<file path="config.mk">
export PLATFORM = sky130hd
export DESIGN_NAME = flp_generator
export DESIGN_NICKNAME = d
export VERILOG_FILES = /design/src/rtl/flp_generator.sv
export SDC_FILE = /design/constraint.sdc
export NUM_CORES = 1
export LEC_CHECK = 0
export CORE_ASPECT_RATIO = 2
export CORE_MARGIN = 1.5
export CORE_UTILIZATION = 35
export DETAILED_ROUTE_END_ITERATION = 8
export GPL_ROUTABILITY_DRIVEN = 0
export PLACE_DENSITY = 0.52
export SLEW_MARGIN = 20
export SYNTH_ARGS = -nofsm -noshare
export SYNTH_HDL_FRONTEND = slang
export SYNTH_SLANG_ARGS = --single-unit
</file>
<file path="constraint.sdc">
create_clock -name clk -period 2.7 [get_ports clk]
set_input_delay 0.675 -clock clk [delete_from_list [all_inputs] [get_ports clk]]
set_output_delay 0.675 -clock clk [all_outputs]
set_load 0.02 [all_outputs]
</file>
<file path="src/rtl/flp_generator.sv">
// flp_generator: periodic IEEE 802.3 auto-negotiation Fast Link Pulse burst
// generator for the 10BASE-T transmit pair.
//
// A free-running burst counter wraps every BURST_PERIOD cycles. Alongside it,
// a slot/offset counter pair tracks cnt / SLOT and cnt % SLOT so that no
// divider is needed. Even slots 0..32 carry clock pulses. Odd slots 1..31
// carry LCW bits, LSB first. Everything after slot 32 is idle until the wrap.
// Txp and Txn are both registered, and Txn is held low permanently.
module flp_generator #(
    parameter int          CLK_HZ       = 100_000_000,
    parameter int          PULSE_W      = 10,
    parameter int          SLOT         = 6250,
    parameter int          BURST_PERIOD = 1_600_000,
    parameter logic [15:0] LCW          = 16'h0021
) (
    input  logic clk,
    input  logic resetn,
    output logic Txp,
    output logic Txn
);

    localparam int CNT_W = (BURST_PERIOD > 1) ? $clog2(BURST_PERIOD) : 1;
    localparam int OFF_W = (SLOT > 1) ? $clog2(SLOT) : 1;

    // Slot 33 is the first idle slot. The slot counter saturates there so
    // that it fits in 6 bits whatever BURST_PERIOD is.
    localparam logic [5:0] LAST_SLOT = 6'd32;
    localparam logic [5:0] IDLE_SLOT = 6'd33;

    // Reject parameter sets that would produce overlapping or truncated bursts.
    if (CLK_HZ <= 0) begin : g_bad_clk
        $error("flp_generator: CLK_HZ must be positive");
    end
    if (PULSE_W < 1) begin : g_bad_pulse
        $error("flp_generator: PULSE_W must be at least 1");
    end
    if (SLOT <= PULSE_W) begin : g_bad_slot
        $error("flp_generator: SLOT must exceed PULSE_W");
    end
    if (BURST_PERIOD < 33 * SLOT) begin : g_bad_period
        $error("flp_generator: BURST_PERIOD must be at least 33*SLOT");
    end

    logic [CNT_W-1:0] cnt_q, cnt_d;
    logic [OFF_W-1:0] off_q, off_d;
    logic [5:0]       slot_q, slot_d;
    logic             txp_q, txp_d;
    logic             txn_q;

    logic             cnt_wrap;
    logic             off_wrap;
    logic             slot_en;

    // Counter next-state: the burst counter wraps, and the slot and offset
    // counters follow it.
    always_comb begin
        cnt_wrap = (cnt_q == CNT_W'(BURST_PERIOD - 1));
        off_wrap = (off_q == OFF_W'(SLOT - 1));
        cnt_d    = cnt_q + CNT_W'(1);
        off_d    = off_q + OFF_W'(1);
        slot_d   = slot_q;
        if (cnt_wrap) begin
            cnt_d  = '0;
            off_d  = '0;
            slot_d = '0;
        end else if (off_wrap) begin
            off_d = '0;
            if (slot_q < IDLE_SLOT) begin
                slot_d = slot_q + 6'd1;
            end
        end
    end

    // Pulse condition for the current counter value. Clock slots are always
    // enabled. A data slot is enabled only when its LCW bit is 1.
    always_comb begin
        slot_en = 1'b1;
        if (slot_q[0]) begin
            slot_en = LCW[slot_q[4:1]];
        end
        txp_d = (slot_q <= LAST_SLOT) && (off_q < OFF_W'(PULSE_W)) && slot_en;
    end

    // Counter and line registers. Reset clears the line at once and restarts
    // the burst from slot 0.
    always_ff @(posedge clk or negedge resetn) begin
        if (!resetn) begin
            cnt_q  <= '0;
            off_q  <= '0;
            slot_q <= '0;
            txp_q  <= 1'b0;
            txn_q  <= 1'b0;
        end else begin
            cnt_q  <= cnt_d;
            off_q  <= off_d;
            slot_q <= slot_d;
            txp_q  <= txp_d;
            txn_q  <= 1'b0;
        end
    end

    assign Txp = txp_q;
    assign Txn = txn_q;

endmodule

</file>
==> results_dict.tcl, run 1 <==
set metrics [dict create \
    powerDensity_nw_per_um2 541 \
    fp-row-count 40 \
    synthMuxAreaShare_pct 0.942 \
    drc 0 \
    synth-compound-area-share_pct 7.36 \
    vias 1613 \
    finalClockSkew_ns 0.00500 \
    layout_setup_ws_ns 0.782 \
    synthFlopType "dfrtp_1" \
    clkSinkCount 41 \
    vias_per_cell 5.62 \
    hold_ws_ns 0.307 \
    r2r_slack_ns 0.78 \
    drv_cap 0 \
    totalWireLength_um 4590 \
    synthesis.nets 226 \
    syn_avg_cell_area_um2 9.71 \
    drive_gt1_share_pct 6.70 \
    setup_viol 0 \
    critical_path_class "reg2reg" \
    nNetsFinal 231 \
    syn_inst 219 \
    ios 4 \
    ys_seq_area_share_pct 48.3 \
    synth.distinct_cells 40 \
    worstMarginPinSlew_ns 0.638 \
    cts_tree "built" \
    htree_num_levels 2 \
    multi_input_area_um2 1020 \
    synth_edf_count 0 \
    synth_top_area_cell "dfrtp_1" \
    cp-start-kind "flip-flop" \
    dp_slack_ns 0.758 \
    hold_buffers 0 \
    synth-async-reset-ratio_pct 100 \
    overflow 0 \
    wl_met1_um 1730 \
    antenna_cells 0 \
    ys_warn_count 0 \
    cts_setup_buffers 0 \
    min_path_type "in2async" \
    die_y_um 113 \
    timing.final.crit_share_pct 71.0 \
    grt_pass1_wl_um 8030 \
    first_pass_iters 4 \
    synth_area_leaders "dfrtp_1 (48%), xnor2_1 (5.8%), xor2_1 (5.4%)" \
    initial_core_util_pct 35.7 \
    final-seq-area_um2 1030 \
    crit_arrival_ns 2.09 \
    end_kind "flip-flop" \
    cts_inserted_buffers 5 \
    cts_resized 0 \
    synthAdderAreaFrac_pct 2.94 \
    drt_iter0_drc 85 \
    synth_top_family_by_area "simple AND/OR/NAND/NOR gates" \
    p_leak_nw 0.993 \
    grt_pass1_vias 1691 \
    wl_per_cell_um 16.0 \
    setup_tns_ns 0 \
    ys_ff_latch 41 \
    met3WireLength_um 96 \
    r2r_cells 5 \
    relSlewSlack_pct 57.1 \
    synth-xor-area-share_pct 11.1 \
    wl_met2_um 2600 \
    core_area_um2 5960 \
    hold_viol 0 \
    cts.clk_slew.worst_paths_ns 0.06 \
    rsz0062_at_grt "no" \
    critPathMaxFanout 20 \
    synth_area_um2 2130 \
    fmax_mhz 521 \
    root_buffer "clkbuf_16" \
    dr.max_layer_used "met4" \
    vdd_drop_max_mv 0.262 \
    layout_min_cycle_time_ns 1.92 \
    area_delta_synth_final_pct 11.9 \
    ant_nets 0 \
    r2r_end "off_q[4]$_DFF_PN0_" \
    grt_max_degree 27 \
    antenna_found_initial 0 \
    required_ns 2.87 \
    dpl.hpwl_um 3340 \
    dieArea_um2 6580 \
    yosysTopAreaCellShare_pct 48.3 \
    synth-simple-area-share_pct 25.6 \
    fp.dieW_um 58.1 \
    status "finished, final reports clean" \
    worst_r2r_startpoint "cnt_q[16]$_DFF_PN0_" \
    grt_util_all_layers_pct 16.2 \
    port_buffers 2 \
    clk_latency_ns 0.28 \
    slew_viol_final 0 \
    cts.path.max_buffers 2 \
    n_fill_cell 588 \
]
-- cells in the mapped netlist (2+ instances only) --
cell and instances:
dfrtp_1 41, o21bai_1 2, xor2_1 13, nor4_1 6, o31ai_1 3, xnor2_1 14, buf_2 4, nor2_1 19
and3_1 3, or3_1 3, clkbuf_1 2, o21ai_0 6, nand4_1 11, and4_1 5, nand3_1 17, nand2_1 11
a21oi_1 3, mux2i_1 2, inv_1 11, ha_1 5, a31oi_1 2, nor3_1 18
-- cells by family after synthesis --
| family | count (synthesis) |
|---|---|
| flops | 41 |
| other cells | 1 |
| fa+ha+maj | 5 |
| mux | 2 |
| simple gates | 102 |
| compound gates | 23 |
| xor+xnor | 27 |
| buf+inv | 18 |
-- per-layer routing --
metal	global-route usage, %	up-vias
li1	-	789
met1	16.4	790
met2	29.2	20
met3	3.77	14
met4	8.68	0
met5	0	-
-- final cells by class --
cell class / count / share of cell area (%)
Clock buffer: 5 / 5.26
Clock inverter: 2 / 1.47
Inverter: 11 / 1.74
Multi-Input combinational cell: 160 / 43.0
Sequential cell: 41 / 43.1
Tap cell: 63 / 3.31
Timing Repair Buffer: 5 / 2.10
-- cell usage in the layout (no fill, tap or decap), types with 2 or more instances in the layout --
| cell | n |
|---|---|
| nand2_1 | 11 |
| xor2_1 | 13 |
| nand3_1 | 17 |
| nor2_1 | 19 |
| or3_1 | 3 |
| nor3_1 | 18 |
| mux2i_1 | 2 |
| nor4_1 | 6 |
| inv_1 | 11 |
| xnor2_1 | 14 |
| nand4_1 | 11 |
| dfrtp_1 | 41 |
| a31oi_1 | 2 |
| and4_1 | 5 |
| a21oi_1 | 3 |
| o21ai_0 | 6 |
| ha_1 | 5 |
| o21bai_1 | 2 |
| and3_1 | 3 |
| buf_4 | 2 |
| clkbuf_16 | 5 |
| o31ai_1 | 3 |
-- worst max-delay path, stage by stage (launching register included) --
cell	delay, ns
dfrtp_1	0.42
nor4b_1	0.44
nand3_1	0.27
nor2_2	0.39
buf_12	0.21
nor3_1	0.07
-- how the worst max path moves through the flow --
stage / slack (ns) / to / startpoint / cells after the start
after floorplan: 0.90 / slot_q[4]$_DFFE_PN0P_ / off_q[1]$_DFF_PN0_ / 7
after global placement: 0.78 / off_q[2]$_DFF_PN0_ / cnt_q[10]$_DFF_PN0_ / 5
after detailed placement: 0.76 / off_q[4]$_DFF_PN0_ / cnt_q[16]$_DFF_PN0_ / 5
after CTS: 0.76 / off_q[10]$_DFF_PN0_ / cnt_q[16]$_DFF_PN0_ / 5
after global routing: 0.51 / off_q[9]$_DFF_PN0_ / cnt_q[10]$_DFF_PN0_ / 5
final: 0.78 / off_q[4]$_DFF_PN0_ / cnt_q[16]$_DFF_PN0_ / 5
-- sequential cells by signal, summed over array words and instances (netlist names) --
name	count
off_q	13
Txp	1
cnt_q	21
slot_q	6
-- stage by stage --
| step | power [mW] | cell area [um^2] | util (%) | std cells |
|---|---|---|---|---|
| after global placement | 0.642 | 2220 | 37.3 | 280 |
| after detailed placement | 0.642 | 2220 | 37.3 | 280 |
| after floorplan | 0.628 | 2130 | - | 219 |
| after global routing | 1.33 | 2380 | 40.0 | 287 |
| after CTS | 1.31 | 2380 | 40.0 | 287 |
| final | 1.29 | 2380 | 40.0 | 287 |
-- power by group --
group          switching [mW]  internal, mW
sequential                  0         0.615
combinational          0.0133       0.00146
clock                   0.230         0.429
total                   0.243          1.04
(Power assumes the default switching activity.)
==> run 2: changes to the inputs <==
clock period = 1.8 ns   (was 2.7 ns; I/O delays follow)
==> results_dict.tcl, run 2 (synthesis gave the netlist of run 1 again) <==
set metrics [dict create \
    status "finished, final reports clean" \
    htree_num_levels 2 \
    drive_gt1_share_pct 14.8 \
    powerDensity_nw_per_um2 752 \
    fp.dieW_um 58.1 \
    crit_arrival_ns 1.91 \
    die_y_um 113 \
    critPathMaxFanout 6 \
    dieArea_um2 6580 \
    vdd_drop_max_mv 0.448 \
    hold_viol 0 \
    first_pass_iters 4 \
    required_ns 2.01 \
    nNetsFinal 249 \
    r2r_slack_ns 0.1 \
    regMostFlops "cnt_q" \
    core_area_um2 5960 \
    ios 4 \
    grt_pass1_wl_um 8470 \
    grt_pass1_vias 1750 \
    antenna_found_initial 0 \
    cts_tree "built" \
    cts_inserted_buffers 5 \
    wl_per_cell_um 15.9 \
    worstMarginPinSlew_ns 0.511 \
    overflow 0 \
    dpl.hpwl_um 3550 \
    cts_resized 0 \
    setup_viol 0 \
    min_path_type "in2async" \
    end_kind "flip-flop" \
    grt_util_all_layers_pct 17.0 \
    cts.path.max_buffers 2 \
    largest_reg_flops 21 \
    layout_common_cells "dfrtp_1 (41), nor2_1 (19), buf_4 (19), nor3_1 (18), nand3_1 (16)" \
    cp-start-kind "flip-flop" \
    fmax_mhz 587 \
    dp_slack_ns 0.0937 \
    p_leak_nw 1.09 \
    initial_core_util_pct 35.7 \
    slew_viol_final 0 \
    hold_ws_ns 0.104 \
    clk_latency_ns 0.29 \
    layout_setup_ws_ns 0.0967 \
    dpl_cell_area_um2 2370 \
    area_delta_synth_final_pct 19.2 \
    critical_path_class "reg2reg" \
    cts.clk_slew.worst_paths_ns 0.06 \
    fp-row-count 40 \
    drv_cap 0 \
    totalWireLength_um 4860 \
    drc 0 \
    r2r_end "cnt_q[13]$_DFF_PN0_" \
    vias_per_cell 5.49 \
    reg_top3 "cnt_q (21), off_q (13), slot_q (6)" \
    layout_min_cycle_time_ns 1.70 \
    drt_iter0_drc 102 \
    root_buffer "clkbuf_16" \
    antenna_cells 0 \
    worst_r2r_startpoint "cnt_q[5]$_DFF_PN0_" \
    grt_max_degree 25 \
    finalClockSkew_ns 0.00515 \
    port_buffers 2 \
    design_area_um2 2530 \
    ant_nets 0 \
    relSlewSlack_pct 65.5 \
    r2r_cells 4 \
    vias 1680 \
    hold_buffers 0 \
    postLayoutCoreUtil_pct 42.6 \
    final_common_cell "dfrtp_1" \
    timing.final.crit_share_pct 94.6 \
    clkSinkCount 41 \
    cts_setup_buffers 0 \
]
==> run 2: where the power goes <==
group	internal [mW]	leakage, nW	switching, mW
combinational	0.00509	0.469	0.0204
clock	0.588	0.0799	0.373
sequential	0.921	0.544	0
==> run 2: stage by stage <==
step	std cells	TNS [ns]	total power, mW
global route	306	-0.00743	1.99
detailed placement	298	0	0.967
CTS	306	0	1.94
finish	306	0	1.91
global placement	298	0	0.966
floorplan	219	0	0.942
==> run 2: how the worst max path moves through the flow <==
stage                       start                    end  slack, ns  depth (start not counted)
6_report       cnt_q[5]$_DFF_PN0_    cnt_q[13]$_DFF_PN0_        0.1                          4
3_3_place_gp   cnt_q[0]$_DFF_PN0_     off_q[9]$_DFF_PN0_       0.13                          6
4_1_cts        off_q[1]$_DFF_PN0_  slot_q[4]$_DFFE_PN0P_       0.07                          6
5_1_grt        off_q[1]$_DFF_PN0_  slot_q[4]$_DFFE_PN0P_     -0.005                          6
2_1_floorplan  off_q[1]$_DFF_PN0_  slot_q[4]$_DFFE_PN0P_       0.03                          7
3_5_place_dp   off_q[1]$_DFF_PN0_  slot_q[4]$_DFFE_PN0P_       0.09                          6
==> run 2: metal layers <==
layer  vias to the layer above  track usage, %  wire length, um
li1                        826               -                -
met1                       824            17.1             1750
met2                        20            31.8             2870
met3                        10            2.74               79
met4                         0            8.99              157
met5                         -               0                0
==> run 2: worst max-delay path: stages, from the launching register on <==
cell	delay, ns
dfrtp_1	0.44
and4_1	0.37
nand4_1	0.29
or3_1	0.38
a21oi_1	0.15
==> run 2: final cells by class <==
type	instances	area, um^2
clock buffer	7	153
clock inverter	1	5.00
fill	609	3420
inverter	11	41.3
multi-input combinational	160	1030
sequential	41	1030
tap	63	78.8
timing repair buffer	23	198
==> RTL edit 1, RTL diff (settings of run 2) <==
The parameter `BURST_PERIOD` goes from 1_600_000 to 800_000.
--- a/src/rtl/flp_generator.sv
+++ b/src/rtl/flp_generator.sv
@@ -10,7 +10,7 @@
     parameter int          CLK_HZ       = 100_000_000,
     parameter int          PULSE_W      = 10,
     parameter int          SLOT         = 6250,
-    parameter int          BURST_PERIOD = 1_600_000,
+    parameter int          BURST_PERIOD = 800_000,
     parameter logic [15:0] LCW          = 16'h0021
 ) (
     input  logic clk,
Behaviour: no difference found for any inputs over 10 cycles, from zero or initial values and one cycle with resetn low; that may be too few to reach the edited logic, so the function may still have changed.
==> RTL edit 1 against run 2 <==
- sequential power down 2.4%
- clock power down 6.4%
- sequential cell count down 1
- setup slack worse by 0.014 ns
- critical endpoint is now slot_q[4]
- final area down 2.3%
- global-route usage down 1.1 points
- die area down 2.2%
- area after synthesis down 2.3%
- wire length down 8.5%
- critical path type unchanged
- power down 4.4%
- hold slack better by 0.022 ns
==> RTL edit 1: results (changes against run 2) <==
| Metric | Value |
|---|---|
| Status | `complete, no violations` |
| Critical-path maximum fanout | `6 (unchanged)` |
| Clk slew on worst S/H paths | `0.06 ns (about the same)` |
| Layout cells sized above 1 | `17.2% (+2.4 points)` |
| Vias in the first global route | `1757 (+0.40%)` |
| Pin count of the biggest net entering global routing | `41 (+64%)` |
| Critical-path top delay cell | `or4_4` |
| Clk_lat worst skew | `around 0.28 ns` |
| WL/cell | `15.1 um (-4.8%)` |
| Total CTS buffers | `5 (unchanged)` |
| GRT Total Usage | `15.9% (-1.1 points)` |
| VDD IR-drop max | `627 uV (+40%)` |
| Tcrit/Tclk final | `95.4% (+0.76 points)` |
| Leakage power | `1.05 nW (-3.8%)` |
| Cell Area, Placed | `0.00231 mm^2 (-2.5%)` |
| WHS | `0.126 ns (+0.0216 ns)` |
| Biggest regs | `cnt_q x20, off_q x13, slot_q x6` |
| CP max stage delay | `0.49 ns (+0.05 ns)` |
| Postcts setup bufs | `0 (unchanged)` |
| Max-slew headroom | `66.8% (+1.3 points)` |
| Synth cell count leaders | `dfrtp_1 (40), nor3_1 (21), nand3_1 (18), xnor2_1 (17), nor2_1 (16)` |
| Router iterations before antenna repair | `4 (unchanged)` |
| Via count | `1622 (-3.5%)` |
| Net Count, Synth | `217 (-4.0%)` |
| Cells resized by post-CTS repair | `1 (+1)` |
| Dpl hpwl | `3190 um (-10%)` |
| Fillers | `557 (-8.5%)` |
| Synth cell types | `39 (-2.5%)` |
| Max reg flops | `20 (-4.8%)` |
| Yosys warns | `0 (unchanged)` |
| Worst endpoint data arrival time | `1.94 ns (+0.03 ns)` |
| FF-to-FF Start | `off_q[1]` |
| Startpoint class of the critical path | `flip-flop` |
| Nets@finish | `239 (-4.0%)` |
| Setup WS pre-CTS | `-0.00660 ns (-0.100 ns)` |
| # placed instances | `286 (-4.0%)` |
| Mean Syn Cell Area | `9.89 um^2 (+1.9%)` |
| Initial antenna violation count | `0 (unchanged)` |
| Top post-synthesis cells by area | `dfrtp_1 (48%), xnor2_1 (7.2%), nor3_1 (5.1%), nand3_1 (4.3%), xor2_1 (4.2%)` |
| ANT cells | `0 (unchanged)` |
| CP endpoint | `slot_q[4]` |
| Initial drt markers | `45 (-56%)` |
| Skew final | `0.00533 ns (+0.000183 ns)` |
| Seq/Total Area, Yosys | `48.2% (-0.071 points)` |
| Routed vias/inst | `5.52 (+0.49%)` |
| First-pass GRT wire length | `7980 um (-5.9%)` |
| FF-to-FF End | `slot_q[4]` |
| Reg2reg path depth | `6 (+2)` |
RTL edit 1: cell families after synthesis:
| family | share of synthesized area [%] |
|---|---|
| XOR/XNOR | 11.4 |
| multiplexers | 1.45 |
| adder cells (fa/ha/maj) | 3.01 |
| flip-flops | 48.2 |
| buffers and inverters | 3.55 |
| AO/OA/AOI/OAI | 6.93 |
| AND/OR/NAND/NOR | 25.3 |
| other | 0.181 |
RTL edit 1: report_power, final:
group          switching [mW]  internal [mW]
sequential                  0          0.899
clock                   0.353          0.546
combinational          0.0201        0.00534
total                   0.373           1.45
RTL edit 1: routing by layer:
metal	vias up	wire length, um	GRT usage [%]
met4	0	165	9.46
met1	794	1700	16.9
met2	25	2470	28.2
met3	12	105	2.44
li1	791	-	-
met5	-	0	0
RTL edit 1: final cells by class:
cell class                 count  area (um^2)  area share (%)
clock buffer                   6          139            5.61
clock inverter                 2         10.0           0.404
inverter                       8         30.0            1.21
multi-input combinational    154         1020            41.3
sequential                    40         1000            40.4
tap                           61         76.3            3.08
timing repair buffer          23          198            7.98
==> RTL edit 2, RTL diff (config.mk and constraints of run 2) <==
Made on the original files. Make the reset (`resetn`) synchronous in one clocked block.
--- a/src/rtl/flp_generator.sv
+++ b/src/rtl/flp_generator.sv
@@ -83,7 +83,7 @@
 
     // Counter and line registers. Reset clears the line at once and restarts
     // the burst from slot 0.
-    always_ff @(posedge clk or negedge resetn) begin
+    always_ff @(posedge clk) begin
         if (!resetn) begin
             cnt_q  <= '0;
             off_q  <= '0;
Function: differs if resetn is asserted again (counterexample within 4 cycles, from zero or initial values and one cycle with resetn low); with resetn held inactive, the same outputs for 10 cycles.
==> RTL edit 2 against run 2 <==
- the flow now finishes with violations (negative setup slack)
- sequential cell count grew 1
- area after synthesis fell by 3.0%
- sequential share of layout area shrank 8.9 points
- die area is 2.9% lower
- via count up 6.4%
- non-clock buffer count rose by 20
- critical endpoint is now off_q[7]
- wire length rose by 2.2%
- setup slack lost 0.24 ns
- final area up 5.8%
Power is not compared: it rests on default switching activity, and its combinational part moved more than twofold at a synthesized area within 25%.
==> RTL edit 2: results (changes against run 2) <==
| Metric | Value |
|---|---|
| Status | `finished, violations left` |
| Failing checks | `negative setup slack` |
| DRT Wirelength | `4970 um (+2.2%)` |
| Invs w/o clock | `7 (-4)` |
| Top post-synthesis cells by area | `dfxtp_1 (41%), nor2_1 (8.6%), xor2_1 (7.6%), xnor2_1 (6.8%), nand3_1 (4.9%)` |
| Nets@finish | `288 (+16%)` |
| CP Launch Point | `cnt_q[15]` |
| Synth cell count leaders | `nor2_1 (47), dfxtp_1 (42), nand3_1 (20), xor2_1 (18), xnor2_1 (16)` |
| Multi-Input Combinational | `182 (+14%)` |
| Setup WS pre-CTS | `-0.153 ns (-0.247 ns)` |
| Buffer share of cell area | `12.7% (+4.9 points)` |
| Cell Area, Placed | `0.00244 mm^2 (+2.9%)` |
| GRT Total Usage | `16.9% (-0.099 points)` |
| Layout cells sized above 1 | `27.4% (+13 points)` |
| Buffers excl. clock | `43 (+87%)` |
| Seq/Total Area, Yosys | `40.8% (-7.5 points)` |
| Pin count of the biggest net entering global routing | `14 (-44%)` |
| CLK BUF | `6 (-1)` |
| Worst Setup Slack, final | `-0.143 ns (-0.240 ns)` |
| Skew final | `0.00684 ns (+0.00169 ns)` |
| Clk_lat worst skew | `0.29 ns (about the same)` |
| Clock Sinks | `42 (+2.4%)` |
| Fraction of area in registers | `31.6% (-8.9 points)` |
| Postcts setup bufs | `1 (+1)` |
| CP max stage delay | `0.50 ns (+0.06 ns)` |
| HP Start | `cnt_q[0]` |
| Mean Syn Cell Area | `8.52 um^2 (-12%)` |
| Net Count, Synth | `249 (+10%)` |
| Post-route setup TNS | `-4.32 ns (-4.32 ns)` |
| # placed instances | `332 (+11%)` |
| Hold crit path type | `flip-flop to flip-flop` |
| Initial drt markers | `54 (-47%)` |
| Worst endpoint data arrival time | `2.12 ns (+0.21 ns)` |
| Setup Viol. Count Final | `39 (+39)` |
| First-pass GRT wire length | `8010 um (-5.5%)` |
| Dpl hpwl | `3810 um (+7.3%)` |
| Vias in the first global route | `1753 (+0.17%)` |
| FP Rows | `39 (-2.5%)` |
| Fillers | `571 (-6.2%)` |
| Cells resized by post-CTS repair | `9 (+9)` |
| Total CTS buffers | `5 (unchanged)` |
| Critical-path top delay cell | `or4b_1` |
| Grt ovf | `0 (unchanged)` |
| Clk tree area frac | `6.30% (+0.080 points)` |
| Routed vias/inst | `5.23 (-4.8%)` |
| # H-tree levels | `2 (unchanged)` |
| Ys async rst share | `0% (-100 points)` |
| Area occupied by multi-input gates | `0.00122 mm^2 (+18%)` |
| Synth cell types | `36 (-10%)` |
| Area grow syn2layout | `30.0%` |
| Cell family with most CP delay | `simple AND/OR/NAND/NOR gates` |
| Leakage power | `approximately 1.0 nW` |
| WL/cell | `14.5 um (-8.5%)` |
-- RTL edit 2: changes by cell type in the layout (fill, tap and decap cells not counted), moves of 6 or more --
cell and delta:
buf_4 +17, nor2_2 +6, nor2_1 +21, nor3_1 -14
dfrtp_1 -41, dfxtp_1 +37
-- RTL edit 2: logic make-up after synthesis --
kind of cell / synth area share [%]
other: 0.182
AO/OA/AOI/OAI: 6.43
flip-flops: 40.8
AND/OR/NAND/NOR: 30.8
XOR/XNOR: 14.4
adder cells (fa/ha/maj): 3.03
buffers and inverters: 4.37
-- RTL edit 2: routing by layer --
layer  part of all wire [%]  global-route usage, %  wire length, um
met1                     34                   13.5             1670
met2                     60                   33.1             2970
met3                    2.2                   4.53              111
met4                    4.3                   11.0              216
met5                      0                      0                0
-- RTL edit 2: worst paths after layout --
check | to | slack (ns) | depth (start not counted)
max reg2reg | off_q[7] | -0.14 | 6
min | cnt_q[0] | 0.50 | 1
min reg2reg | cnt_q[0] | 0.50 | 1
max | off_q[7] | -0.14 | 6
